==> config.mk <==
export PLATFORM = sky130hd
export DESIGN_NAME = mic_capture_ctrl_flat
export DESIGN_NICKNAME = d
export VERILOG_FILES = /design/src/rtl/mic_capture_ctrl_if.sv /design/src/rtl/mic_capture_ctrl.sv /design/src/flat_wrapper.sv
export SDC_FILE = /design/constraint.sdc
export NUM_CORES = 1
export LEC_CHECK = 0
export BUFFER_PORTS_ARGS = -buffer_cell sky130_fd_sc_hd__buf_4
export CORE_AREA = 4 4 118 120
export CTS_CLUSTER_SIZE = 28
export DETAILED_ROUTE_END_ITERATION = 10
export DIE_AREA = 0 0 122 124
export PLACE_DENSITY = 0.42
export RECOVER_POWER = 50
export SYNTH_ARGS = -nofsm -noshare
export SYNTH_HDL_FRONTEND = slang
export SYNTH_SLANG_ARGS = --single-unit
==> constraint.sdc <==
create_clock -name mclk -period 5 [get_ports mclk]
set_input_delay 0.25 -clock mclk [delete_from_list [all_inputs] [get_ports mclk]]
set_output_delay 0.25 -clock mclk [all_outputs]
set_load 0.03 [all_outputs]
==> src/rtl/mic_capture_ctrl_if.sv <==
// Control, status and capture-FIFO write signals of the PDM mic capture sequencer.
// The sequencer is the FIFO write master; the slave view belongs to the host/FIFO side.
interface mic_capture_ctrl_if #(
    parameter int LEN_W = 16
);
    logic             start;
    logic             abort;
    logic [LEN_W-1:0] len;
    logic             fifo_full;
    logic             fifo_wr;
    logic [7:0]       fifo_din;
    logic             busy;
    logic             done;
    logic             overflow;
    logic [LEN_W-1:0] byte_cnt;

    modport master (
        input  start, abort, len, fifo_full,
        output fifo_wr, fifo_din, busy, done, overflow, byte_cnt
    );

    modport slave (
        output start, abort, len, fifo_full,
        input  fifo_wr, fifo_din, busy, done, overflow, byte_cnt
    );
endinterface

==> src/rtl/mic_capture_ctrl.sv <==
// PDM mic capture sequencer: discards mic wake-up bits, packs PDM bits MSB first into
// bytes and writes them to the capture FIFO until len bytes are written or abort.
module mic_capture_ctrl #(
    parameter int SETTLE_CYCLES = 1024,
    parameter int LEN_W         = 16,
    parameter bit LR_SEL        = 1'b0
) (
    input  logic               mclk,
    input  logic               reset,
    input  logic               mic_data,
    output logic               mic_lr_sel,
    mic_capture_ctrl_if.master bus
);
    localparam int SET_W = (SETTLE_CYCLES > 1) ? $clog2(SETTLE_CYCLES) : 1;

    typedef enum logic [1:0] {
        IDLE,
        SETTLE,
        CAPTURE,
        DONE
    } state_t;

    state_t           state;
    state_t           next_state;
    logic [SET_W-1:0] settle_cnt;
    logic [2:0]       bit_cnt;
    logic [6:0]       shift;
    logic [LEN_W-1:0] len_q;
    logic [LEN_W-1:0] cnt_inc;
    logic             settle_last;
    logic             byte_edge;
    logic             accept_start;
    logic             write_byte;
    logic             drop_byte;

    assign mic_lr_sel  = LR_SEL;
    assign bus.busy    = (state == SETTLE) || (state == CAPTURE);
    assign bus.done    = (state == DONE);
    assign cnt_inc     = bus.byte_cnt + LEN_W'(1);
    // SETTLE_CYCLES of 0 or 1 both leave SETTLE after its first cycle
    assign settle_last = (SETTLE_CYCLES <= 1) || (settle_cnt == SET_W'(SETTLE_CYCLES - 1));
    assign byte_edge   = (bit_cnt == 3'd7);

    always_ff @(posedge mclk) begin
        if (reset) begin
            state <= IDLE;
        end else begin
            state <= next_state;
        end
    end

    // Abort outranks both start and the 8th-bit write; a dropped byte never completes
    always_comb begin
        next_state   = state;
        accept_start = 1'b0;
        write_byte   = 1'b0;
        drop_byte    = 1'b0;
        case (state)
            IDLE, DONE: begin
                if (bus.start && !bus.abort) begin
                    next_state   = SETTLE;
                    accept_start = 1'b1;
                end
            end
            SETTLE: begin
                if (bus.abort) begin
                    next_state = DONE;
                end else if (settle_last) begin
                    next_state = CAPTURE;
                end
            end
            CAPTURE: begin
                if (bus.abort) begin
                    next_state = DONE;
                end else if (byte_edge) begin
                    if (bus.fifo_full) begin
                        drop_byte = 1'b1;
                    end else begin
                        write_byte = 1'b1;
                        if ((len_q != '0) && (cnt_inc == len_q)) begin
                            next_state = DONE;
                        end
                    end
                end
            end
            default: next_state = IDLE;
        endcase
    end

    always_ff @(posedge mclk) begin
        if (reset) begin
            settle_cnt   <= '0;
            bit_cnt      <= '0;
            shift        <= '0;
            len_q        <= '0;
            bus.fifo_wr  <= 1'b0;
            bus.fifo_din <= '0;
            bus.overflow <= 1'b0;
            bus.byte_cnt <= '0;
        end else begin
            bus.fifo_wr <= write_byte;
            if (accept_start) begin
                len_q        <= bus.len;
                bus.byte_cnt <= '0;
                bus.overflow <= 1'b0;
                settle_cnt   <= '0;
                bit_cnt      <= '0;
            end
            if (state == SETTLE) begin
                settle_cnt <= settle_cnt + SET_W'(1);
            end
            if (state == CAPTURE) begin
                bit_cnt <= bit_cnt + 3'd1;
                shift   <= {shift[5:0], mic_data};
            end
            if (write_byte) begin
                bus.fifo_din <= {shift, mic_data};
                bus.byte_cnt <= cnt_inc;
            end
            if (drop_byte) begin
                bus.overflow <= 1'b1;
            end
        end
    end
endmodule

==> src/flat_wrapper.sv <==
// flat-port wrapper written by rule: the top's interface ports become plain ports
module mic_capture_ctrl_flat 
#(
    parameter int SETTLE_CYCLES = 1024,
    parameter int LEN_W         = 16,
    parameter bit LR_SEL        = 1'b0
)
  (mclk, reset, mic_data, mic_lr_sel, bus_start, bus_abort, bus_len, bus_fifo_full, bus_fifo_wr, bus_fifo_din, bus_busy, bus_done, bus_overflow, bus_byte_cnt);
  mic_capture_ctrl_if #(.LEN_W(LEN_W)) bus_i ();
  input  logic mclk;
  input  logic reset;
  input  logic mic_data;
  output logic mic_lr_sel;
  input wire logic [$bits(bus_i.start)-1:0] bus_start;
  input wire logic [$bits(bus_i.abort)-1:0] bus_abort;
  input wire logic [$bits(bus_i.len)-1:0] bus_len;
  input wire logic [$bits(bus_i.fifo_full)-1:0] bus_fifo_full;
  output wire logic [$bits(bus_i.fifo_wr)-1:0] bus_fifo_wr;
  output wire logic [$bits(bus_i.fifo_din)-1:0] bus_fifo_din;
  output wire logic [$bits(bus_i.busy)-1:0] bus_busy;
  output wire logic [$bits(bus_i.done)-1:0] bus_done;
  output wire logic [$bits(bus_i.overflow)-1:0] bus_overflow;
  output wire logic [$bits(bus_i.byte_cnt)-1:0] bus_byte_cnt;
  assign bus_i.start = bus_start;
  assign bus_i.abort = bus_abort;
  assign bus_i.len = bus_len;
  assign bus_i.fifo_full = bus_fifo_full;
  assign bus_fifo_wr = bus_i.fifo_wr;
  assign bus_fifo_din = bus_i.fifo_din;
  assign bus_busy = bus_i.busy;
  assign bus_done = bus_i.done;
  assign bus_overflow = bus_i.overflow;
  assign bus_byte_cnt = bus_i.byte_cnt;
  mic_capture_ctrl #(.SETTLE_CYCLES(SETTLE_CYCLES), .LEN_W(LEN_W), .LR_SEL(LR_SEL)) u_core (.mclk(mclk), .reset(reset), .mic_data(mic_data), .mic_lr_sel(mic_lr_sel), .bus(bus_i));
endmodule
* Word level (Yosys, flattened, before mapping)
Index checks and enable logic that the tools add are counted.
** Word-level totals
- Bits in registers :: 64
- Word-level logic and storage cells :: 61
** Operators by class
- $add $sub $neg :: 3
- Eq/ne operators :: 11
- Mux-type cells :: 26
- Reduce and logical (&&, ||, !) cells :: 12
** Operators with widths (count)
- 2-to-1 mux 16 bit :: 2
- 2-to-1 mux 10 bit :: 2
- adder 16 x 1 -> 16 bit, second input constant :: 1
- == test 16 bit :: 1
- nonzero test 16 bit :: 1
- 2-to-1 mux 2 bit :: 7
- 2-to-1 mux 1 bit :: 12
- adder 10 x 1 -> 10 bit, second input constant :: 1
- == test 10 bit, second input constant :: 1
- nonzero test 2 bit :: 4
- 2-to-1 mux 3 bit :: 2
- inequality test 3 x 2 -> 1 bit, second input constant :: 2
- inequality test 3 bit, second input constant :: 2
- case mux 2 bit (3 select lines) :: 1
- AND reduction 5 bit :: 1
- == test 2 bit, second input constant :: 2
- adder 3 x 1 -> 3 bit, second input constant :: 1
- == test 3 bit, second input constant :: 1
- == test 2 x 1 -> 1 bit, second input constant :: 1
- logical AND 1 bit :: 2
- zero test 2 bit :: 1
- inequality test 2 x 1 -> 1 bit, second input constant :: 1
- OR reduction 2 bit :: 1
- zero test 1 bit :: 1
- logical OR 1 bit :: 1

* Logic depth before layout (Yosys ltp)
Gate-level depths: netlist of run 1.
- Depth in word-level cells :: 8
- Gate-level depth with buffers :: 10

* Worst setup path before layout of run 1
Ideal clock, no wire load.
- Kind :: register to register
- From :: register u_core.bus.byte_cnt[0]
- To :: register u_core.state[0]
- Setup time :: 0.120 ns
- Arrival :: 2.291 ns
- Required time :: 4.880 ns
- Setup slack :: 2.589 ns
- Stages on the path, launching flop included :: 9
- Path buffers :: 0
- Period minus slack after synthesis :: 2.411 ns
- Cells stage by stage :: dfxtp_1 > ha_1 > nand3_1 > o31a_2 > a21o_1 > a311oi_1 > nor3_1 > mux2i_1 > nand2_1
** Between the ends
- Word-level cells in the longest chain between the ends :: 5
** Ends and longest elaborated chain
- from (decl) :: RTL line mic_capture_ctrl_if.sv:19 : output fifo_wr, fifo_din, busy, done, overflow, byte_cnt
- from (signal assigned) :: RTL line mic_capture_ctrl.sv:118 : bus.byte_cnt <= cnt_inc;
- adder 16 x 1 -> 16 bit :: RTL line mic_capture_ctrl.sv:39 : assign cnt_inc = bus.byte_cnt + LEN_W'(1);
- == test 16 bit :: RTL line mic_capture_ctrl.sv:80 : if ((len_q != '0) && (cnt_inc == len_q)) begin
- logical AND 1 bit :: RTL line mic_capture_ctrl.sv:80
- inequality test 3 bit (no line)
- AND reduction 5 bit (no line)
- to (signal assigned) :: RTL line mic_capture_ctrl.sv:48 : state <= next_state;
- to (decl) :: RTL line mic_capture_ctrl.sv:23 : state_t state;
Every way passes these cells.
A chain may end at the register's enable or synchronous reset.

* Worst setup path in the final report of run 1
- From :: register u_core.state[0]
- To :: register u_core.bus.byte_cnt[3]
** Between the ends
- Word-level cells in the longest chain between the ends :: 4
** Ends and longest elaborated chain
- == test 2 bit / zero test 2 bit (equally long branches) :: RTL line mic_capture_ctrl.sv:58 : case (state)
- OR reduction 2 bit :: RTL line mic_capture_ctrl.sv:58
- 2-to-1 mux 1 bit :: RTL line mic_capture_ctrl.sv:58
- nonzero test 2 bit (no line)
Parallel ways exist; a longest one is shown, timed or not.

==> results of run 1 <==
placed cells by master (no fill, tap or decap), drive strengths merged, types with 8 or more instances in the layout:
cell,n
nand2,80
dfxtp,64
a21oi,47
nor2,44
clkbuf,40
buf,22
xnor2,14
mux2i,12
o21ai,11
nor3,11
nand4,9
nor4,8
stage by stage:
step | hold slack, ps | total power [mW] | setup slack (ps) | utilization (%)
finish | 167 | 1.55 | 1990 | 30.8
detailed placement | 451 | 0.894 | 1950 | 29.2
global placement | 453 | 0.893 | 2030 | 29.2
global route | 175 | 1.63 | 1610 | 30.8
floorplan | 386 | 0.798 | 2590 | -
CTS | 157 | 1.59 | 1910 | 31.7
cell families after synthesis:
kind of cell	share of synthesized area, %
and+or+nand+nor	27.6
AOI/OAI and AO/OA	16.9
DFF	38.9
buffers and inverters	4.10
xor gates and xnor gates	5.77
muxes	3.99
adders and majority gates	2.66
other	0.114
layer usage:
metal / up-vias / part of all wire (%) / wire length [um]
li1: 1534 / - / -
met1: 1402 / 49 / 4600
met2: 42 / 45 / 4210
met3: 12 / 4.1 / 384
met4: 0 / 1.9 / 179
met5: - / 0 / 0
critical path, delay by kind of cell (launching register included):
| family | cells | cell delay (ps) |
|---|---|---|
| fa+ha+maj | 1 | 580 |
| buf+inv | 1 | 80 |
| flops | 1 | 330 |
| compound gates | 2 | 340 |
| simple gates | 4 | 1530 |
sequential cells by signal, summed over array words and instances (netlist names):
signal               flops
u_core.len_q            16
u_core.shift             7
u_core.state             2
u_core.bit_cnt           3
u_core.bus.overflow      1
u_core.settle_cnt       10
u_core.bus.fifo_wr       1
u_core.bus.byte_cnt     16
u_core.bus.fifo_din      8
final cells by class:
class / instances / area (sq um) / share of cell area (%)
Clock buffer: 11 / 243 / 6.06
Clock inverter: 5 / 80.1 / 2.00
Inverter: 7 / 26.3 / 0.656
Multi-Input combinational cell: 321 / 1880 / 46.9
Sequential cell: 64 / 1280 / 32.0
Tap cell: 176 / 220 / 5.50
Timing Repair Buffer: 51 / 274 / 6.85
power groups by stage:
stage | clock network, mW | registers (mW) | logic (mW)
finish | 0.681 | 0.573 | 0.299
global route | 0.721 | 0.578 | 0.333
CTS | 0.702 | 0.573 | 0.311
detailed placement | 0 | 0.584 | 0.310
global placement | 0 | 0.583 | 0.309
floorplan | 0 | 0.573 | 0.225
worst paths after layout:
kind / startpoint / to / slack, ps / cells past startpoint
min: bus_len[11] / u_core.len_q[11] / 170 / 3
max: u_core.state[0] / u_core.bus.byte_cnt[3] / 1990 / 8
max reg2reg: u_core.state[0] / u_core.bus.byte_cnt[3] / 1990 / 8
min reg2reg: u_core.bus.fifo_din[3] / u_core.bus.fifo_din[3] / 460 / 2
==> flow_summary.json, run 1 <==
{
  "cts_buffers": 9,
  "first_pass_iters": 4,
  "ys_async_sr_fraction_pct": 0,
  "gp_congestion": 0.816,
  "routed_wl_um": 9370,
  "clockBufferDepth": 2,
  "synthTopCellsByCount": "80 x nand2_1, 64 x dfxtp_1, 47 x a21oi_1",
  "post_cts_resized": 0,
  "fin_crit_ps": 3010,
  "clock_skew_ps": 4.76,
  "critical_path_arrival_ps": 3200,
  "area_growth_pct": 21.5,
  "vias": 2990,
  "synth-seq-area-share_pct": 38.9,
  "pwr-share-seq_pct": 36.9,
  "gr-max-usage-layer": "met2",
  "wire_per_inst_um": 14.8,
  "grt_pass1_wl_um": 15000,
  "synthesis.nets": 446,
  "fin_tns_setup_ps": 0,
  "synth_ff_type": "dfxtp_1",
  "crit_path_top_delay_cell": "nand2_1",
  "syn_inst": 417,
  "cp-start-kind": "register",
  "grtUsageTotal_pct": 12.9,
  "power.switching_uw": 449,
  "slew_viol_final": 0,
  "start_util_pct": 25.4,
  "synth-seq-cells": 64,
  "path_cells": "inv_1 > ha_1 > nor2b_1 > nand2_1 > nand2_1 > o21ai_0 > a21oi_1 > nor2_1",
  "synth_edf_count": 0,
  "slew_headroom_pct": 17.4,
  "dpl-instance-area_sq_um": 3790,
  "p_clk_share_pct": 43.8,
  "crit_path_max_fanout": 24,
  "critPathKind": "register to register",
  "maxCapViolCount": 0,
  "final.period_utilization_pct": 60.2,
  "grt_max_degree": 69,
  "drive_gt1_share_pct": 11.1,
  "nNetsFinal": 483,
  "grt_setup_unrepaired": "false",
  "worst_setup_path_end_kind": "register",
  "sw_frac_of_total_pct": 28.9,
  "status": "complete, no violations",
  "setup_viol": 0,
  "synth_top_area_share_pct": 38.9,
  "ios": 51,
  "syn_area_sq_um": 3290,
  "powerDensity_nw_per_um2": 388,
  "p_comb_share_pct": 19.3,
  "p_leak_nw": 1.39,
  "hold_path_class": "input pin to register",
  "die_x_um": 122,
  "tritoncts": "built",
  "crit_top_cell": "nand2_1",
  "portBuffers": 49,
  "ant_nets": 0,
  "syn_avg_cell_area_sq_um": 7.90,
  "use_met1_pct": 17.2,
  "grt_pass1_vias": 2831,
  "clock_latency_ps": 330,
  "place_inst": 619,
  "fin_cells": 635,
  "cts.sinks": 64,
  "h-tree-depth": 3,
  "ctsHoldBuffers": 0,
  "gr-total-overflow": 0,
  "synth.area.top_cells": "dfxtp_1 39%, nand2_1 9.1%, a21oi_1 7.1%",
  "finalHoldViolCount": 0,
  "die_y_um": 124,
  "die_area_sq_um": 15100,
  "antenna_found_initial": 0,
  "cts_root_buffer": "clkbuf_16",
  "yosys.area.top_type": "dfxtp_1",
  "fmax_mhz": 332,
  "yosys_warnings": 0,
  "clkTransAtPathRegs_ps": 60,
  "worst_pin_slew_ps": 1240,
  "yosysUniqueCellTypes": 52,
  "core_area_sq_um": 13000,
  "internal_power_mw": 1.10,
  "worstPathRequired_ps": 5190,
  "drtIter0Drc": 127,
  "grtUsageMet2_pct": 19.8,
  "stdcell_area_sq_um": 4000,
  "num_antenna_cells": 0,
  "ir_worst_vdd_mv": 0.151,
  "place_hpwl_um": 6710,
  "max_stage_delay_ps": 590,
  "route.detailed.drc": 0,
  "routed_via_density": 4.71,
  "rows": 42,
  "met3_usage_pct": 3.18,
  "yosys.cell_count.top_type": "nand2_1",
  "postCtsSetupBuffers": 0,
  "fillerInstances": 1432
}
Note: power is estimated with default switching activity, not from simulation.
==> run 2: changes to the inputs <==
--- a/config.mk
+++ b/config.mk
@@ -5,11 +5,12 @@
 export SDC_FILE = /design/constraint.sdc
 export NUM_CORES = 1
 export LEC_CHECK = 0
+export ABC_AREA = 1
 export BUFFER_PORTS_ARGS = -buffer_cell sky130_fd_sc_hd__buf_4
-export CORE_AREA = 4 4 118 120
+export CORE_AREA = 4 4 117 119
 export CTS_CLUSTER_SIZE = 28
 export DETAILED_ROUTE_END_ITERATION = 10
-export DIE_AREA = 0 0 122 124
+export DIE_AREA = 0 0 121 123
 export PLACE_DENSITY = 0.42
 export RECOVER_POWER = 50
 export SYNTH_ARGS = -nofsm -noshare
==> constraint.sdc (replaced) <==
create_clock -name mclk -period 3 [get_ports mclk]
set_input_delay 0.15 -clock mclk [delete_from_list [all_inputs] [get_ports mclk]]
set_output_delay 0.15 -clock mclk [all_outputs]
set_load 0.03 [all_outputs]
==> flow_summary.json, run 2 <==
{
  "antenna_found_initial": 0,
  "die_y_um": 123,
  "tritoncts": "built",
  "gp_congestion": 0.822,
  "postCtsSetupBuffers": 0,
  "setup_ws_ps": 590,
  "whs_ps": 58.4,
  "clkTransAtPathRegs_ps": 60,
  "critical_path_arrival_ps": 2670,
  "synth_edf_count": 0,
  "crit_path_top_delay_cell": "ha_1",
  "final.period_utilization_pct": 80.3,
  "status": "complete, no violations",
  "yosysUniqueCellTypes": 31,
  "nNetsFinal": 571,
  "drive_gt1_share_pct": 9.14,
  "worst_pin_slew_ps": 1030,
  "post_cts_resized": 0,
  "path_cells": "ha_1 > inv_1 > nor2_1 > nand2_1 > inv_1 > buf_4 > nand3_1 > a21oi_1",
  "maxCapViolCount": 0,
  "crit_path_max_fanout": 21,
  "vias": 3242,
  "fin_tns_setup_ps": 0,
  "grt_pass1_wl_um": 16100,
  "clock_latency_ps": 330,
  "ir_worst_vdd_mv": 0.392,
  "cts_buffers": 9,
  "cts_root_buffer": "clkbuf_16",
  "dpl-instance-area_sq_um": 3800,
  "synth.area.top_cells": "dfxtp_1 39%, nand2_1 14%, nor2_1 7.7%",
  "rows": 41,
  "clockBufferDepth": 2,
  "die_area_sq_um": 14900,
  "synth-seq-area-share_pct": 39.3,
  "ys_async_sr_fraction_pct": 0,
  "grt_max_degree": 37,
  "first_pass_iters": 5,
  "yosys.cell_count.top_type": "nand2_1",
  "start_util_pct": 25.9,
  "num_antenna_cells": 0,
  "powerDensity_nw_per_um2": 678,
  "setup_viol": 0,
  "grt_setup_unrepaired": "false",
  "routed_via_density": 4.51,
  "max_stage_delay_ps": 410,
  "fin_util_pct": 31.9,
  "top_regs": "u_core.bus.byte_cnt (16), u_core.len_q (16), u_core.settle_cnt (10)",
  "fillerInstances": 1424,
  "ios": 51,
  "slew_viol_final": 0,
  "syn_avg_cell_area_sq_um": 6.58,
  "grt_pass1_vias": 3226,
  "r2r-start": "u_core.state[1]",
  "cp-start-kind": "register",
  "routed_wl_um": 9590,
  "synthTopCellsByCount": "123 x nand2_1, 67 x nor2_1, 64 x dfxtp_1",
  "finalHoldViolCount": 0,
  "critPathKind": "register to register",
  "clock_skew_ps": 7.77,
  "critical_path.startpoint": "u_core.state[1]",
  "crit_top_cell": "inv_1",
  "mostFrequentLayoutCell": "nand2_1",
  "worstPathRequired_ps": 3260,
  "core_area_sq_um": 12600,
  "worstPathBufferInverterCount": 3,
  "drtIter0Drc": 148,
  "fin_crit_ps": 2410,
  "gr-total-overflow": 0,
  "route.detailed.drc": 0,
  "syn_inst": 495,
  "yosys_warnings": 0,
  "p_leak_nw": 1.59,
  "synth-seq-cells": 64,
  "area_growth_pct": 23.1,
  "ctsHoldBuffers": 0,
  "layout_common_cells": "123 x nand2_1, 67 x nor2_1, 64 x dfxtp_1, 54 x inv_1, 48 x nand3_1",
  "slew_headroom_pct": 31.2,
  "ant_nets": 0,
  "grtUsageTotal_pct": 13.7,
  "hold_path_class": "input pin to register",
  "path_delay_family": "buffers and inverters",
  "syn_area_sq_um": 3260,
  "die_x_um": 121,
  "yosys.area.top_type": "dfxtp_1",
  "stdcell_area_sq_um": 4010,
  "synth_top_area_share_pct": 39.3,
  "pre_cts_ws_ps": 509,
  "fmax_mhz": 415,
  "place_hpwl_um": 6940,
  "worstHoldStart": "mic_data",
  "portBuffers": 49,
  "cts.sinks": 64,
  "synthesis.nets": 524,
  "wire_per_inst_um": 13.3,
  "h-tree-depth": 3,
  "synth_ff_type": "dfxtp_1",
  "worst_setup_path_end_kind": "register"
}
run 2: changes by cell type in the layout (fill, tap and decap cells not counted), moves of 8 or more:
cell,previous run,this run
inv_1,7,54
o21ai_0,11,35
nor2_1,44,67
xnor2_1,12,1
mux2i_1,12,0
nand3_1,7,48
nand2_1,80,123
nor3_1,11,3
run 2: area by class of cell:
type	count	area, sq um	share of cell area (%)
clock buffers	9	225	5.62
clock inverters	7	95.1	2.37
inverters	55	206	5.15
multi-input cells	359	1700	42.4
flip-flops and latches	64	1280	32.0
well taps	172	215	5.37
repair buffers	53	285	7.11
run 2: worst paths after layout:
check                           slack [ps]                      to  cells after the start
worst min register to register         460    u_core.settle_cnt[7]                      2
worst max register to register         590  u_core.bus.byte_cnt[2]                      8
worst min-delay path                    60         u_core.shift[0]                      3
worst max-delay path                   590  u_core.bus.byte_cnt[2]                      8
run 2: stage by stage:
stage	total power [mW]	instances
2_1_floorplan	1.43	495
3_3_place_gp	1.63	703
3_5_place_dp	1.63	703
4_1_cts	2.78	719
5_1_grt	2.89	719
6_report	2.72	719
run 2: report_power, final:
group | switching (mW) | leakage (nW) | internal (mW) | total [mW]
combinational | 0.378 | 0.913 | 0.179 | 0.557
clock | 0.404 | 0.156 | 0.728 | 1.13
sequential | 0.0798 | 0.519 | 0.950 | 1.03
total | 0.861 | 1.59 | 1.86 | 2.72
run 2: per-layer routing:
layer	vias to the layer above	global-route usage, %	wire length [um]
met1	1463	17.8	4670
met4	0	4.53	177
met5	-	0	0
li1	1696	-	-
met3	12	4.35	510
met2	71	21.8	4230
run 2: cell families after synthesis:
kind of cell    after synthesis  share of synthesized area, %
flops                        64                          39.3
xor+xnor                      4                          1.08
fa+ha+maj                     7                          2.69
simple gates                261                          34.4
buf+inv                      72                          8.41
compound gates               86                          14.0
other cells                   1                         0.115
run 2: tightest hold or removal path: cells and delay by family:
| family | cells | cell delay, ps |
|---|---|---|
| buf+inv | 1 | 80 |
| simple gates | 2 | 120 |
==> run 3: changes to the inputs <==
==> constraint.sdc (replaced) <==
create_clock -name mclk -period 2.25 [get_ports mclk]
set_input_delay 0.1125 -clock mclk [delete_from_list [all_inputs] [get_ports mclk]]
set_output_delay 0.1125 -clock mclk [all_outputs]
set_load 0.03 [all_outputs]
==> flow_summary.json, run 3 (synthesized netlist as in run 2, its figures left out) <==
{
  "crit_path_max_fanout": 5,
  "layout_common_cells": "122 x nand2_1, 63 x nor2_1, 59 x dfxtp_1, 54 x inv_1, 51 x buf_4",
  "clockBufferDepth": 2,
  "wire_per_inst_um": 13.5,
  "place_hpwl_um": 7140,
  "slew_viol_final": 0,
  "antenna_found_initial": 0,
  "gr-total-overflow": 0,
  "cts_buffers": 9,
  "setup_viol": 0,
  "sw_frac_of_total_pct": 32.2,
  "final.period_utilization_pct": 91.9,
  "worstPathRequired_ps": 2480,
  "core_area_sq_um": 12600,
  "critPathKind": "register to register",
  "p_clk_share_pct": 39.5,
  "fin_util_pct": 33.1,
  "fmax_mhz": 484,
  "finalHoldViolCount": 0,
  "tritoncts": "built",
  "cts_root_buffer": "clkbuf_16",
  "mostFrequentLayoutCell": "nand2_1",
  "status": "complete, no violations",
  "p_leak_nw": 1.70,
  "fin_crit_ps": 2070,
  "route.detailed.drc": 0,
  "h-tree-depth": 3,
  "maxCapViolCount": 0,
  "grt_max_degree": 30,
  "routed_wl_um": 9840,
  "routed_via_density": 4.49,
  "p_comb_share_pct": 22.2,
  "start_util_pct": 25.9,
  "critical_path_arrival_ps": 2300,
  "nNetsFinal": 581,
  "whs_ps": 11.9,
  "die_y_um": 123,
  "hold_path_class": "input pin to register",
  "ios": 51,
  "stdcell_area_sq_um": 4160,
  "gp_congestion": 0.835,
  "cp-start-kind": "register",
  "power.switching_mw": 1.15,
  "ir_worst_vdd_mv": 0.491,
  "num_antenna_cells": 0,
  "grt_pass1_vias": 3162,
  "grtUsageTotal_pct": 13.8,
  "portBuffers": 49,
  "die_x_um": 121,
  "cts.sinks": 64,
  "first_pass_iters": 4,
  "ctsHoldBuffers": 0,
  "vias": 3275,
  "powerDensity_nw_per_um2": 861,
  "clkTransAtPathRegs_ps": 60,
  "grt_pass1_wl_um": 16200,
  "fillerInstances": 1417,
  "place_inst": 709,
  "rows": 41,
  "worst_setup_path_end_kind": "register",
  "dpl-instance-area_sq_um": 3850,
  "clock_skew_ps": 5.94,
  "area_growth_pct": 27.7,
  "internal_power_mw": 2.43,
  "pwr-share-seq_pct": 38.2,
  "die_area_sq_um": 14900,
  "clock_latency_ps": 330,
  "ant_nets": 0,
  "top_regs": "u_core.bus.byte_cnt (16), u_core.len_q (16), u_core.settle_cnt (10)",
  "drtIter0Drc": 151,
  "fin_cells": 729,
  "drive_gt1_share_pct": 16.0,
  "total_power_mw": 3.58
}
==> run 3: cell types whose count changed in the layout (fill, tap and decap cells not counted), sizes merged <==
cell	previous run	this run
buf	23	51
bufinv	2	1
clkbuf	39	22
inv	56	55
nor2	72	73
==> run 3: repair_timing <==
item	CTS	global route
pin swaps	1	3
setup buffers	0	3
cloned	1	0
resized for setup	0	12
endpoints found under the setup margin	1	2
==> run 3: per-layer routing <==
metal	share of wire, %	GRT usage, %
met5	0	0
met2	46	22.4
met1	48	18.4
met3	4.1	2.97
met4	1.5	4.39
==> run 3: area by class of cell <==
cell class	count	area [sq um]	share of cell area, %
clock buffer	11	243	5.84
clock inverter	5	56.3	1.35
inverter	55	206	4.97
multi-input combinational	360	1720	41.4
sequential	64	1290	31.0
tap	172	215	5.18
timing repair buffer	62	424	10.2
==> run 3: power by group through the flow <==
stage	registers, mW	logic [mW]	clock network [mW]
after floorplan	1.36	0.549	0
after global placement	1.39	0.790	0
after detailed placement	1.39	0.791	0
after CTS	1.37	0.795	1.46
after global routing	1.39	0.923	1.50
final	1.37	0.795	1.41
==> run 3: critical path: stages (launching register included) <==
cell     delay, ps
dfxtp_2        380
ha_2           220
nand3_1        130
nor2_2         230
nand3_1        130
nand2_1        100
nand3_1         70
nand2_1         60
nand2_1         40
nor2_1         120
nand3_1        130
nand2_1         90
nand3_1        100
nor2_2         110
nor2_2          50
==> run 3: per-stage QoR <==
step	TNS, ps	setup slack, ps
floorplan	0	186
global placement	0	115
detailed placement	0	3.50
CTS	0	3.61
global route	-1.61	-1.61
finish	0	182
==> run 3: path summary, 6_finish.rpt <==
path                          end  cells past startpoint              startpoint  slack [ps]
max reg2reg       u_core.state[0]                     14  u_core.bus.byte_cnt[1]         180
min               u_core.shift[0]                      3                mic_data          10
max               u_core.state[0]                     14  u_core.bus.byte_cnt[1]         180
min reg2reg  u_core.settle_cnt[7]                      2    u_core.settle_cnt[7]         460
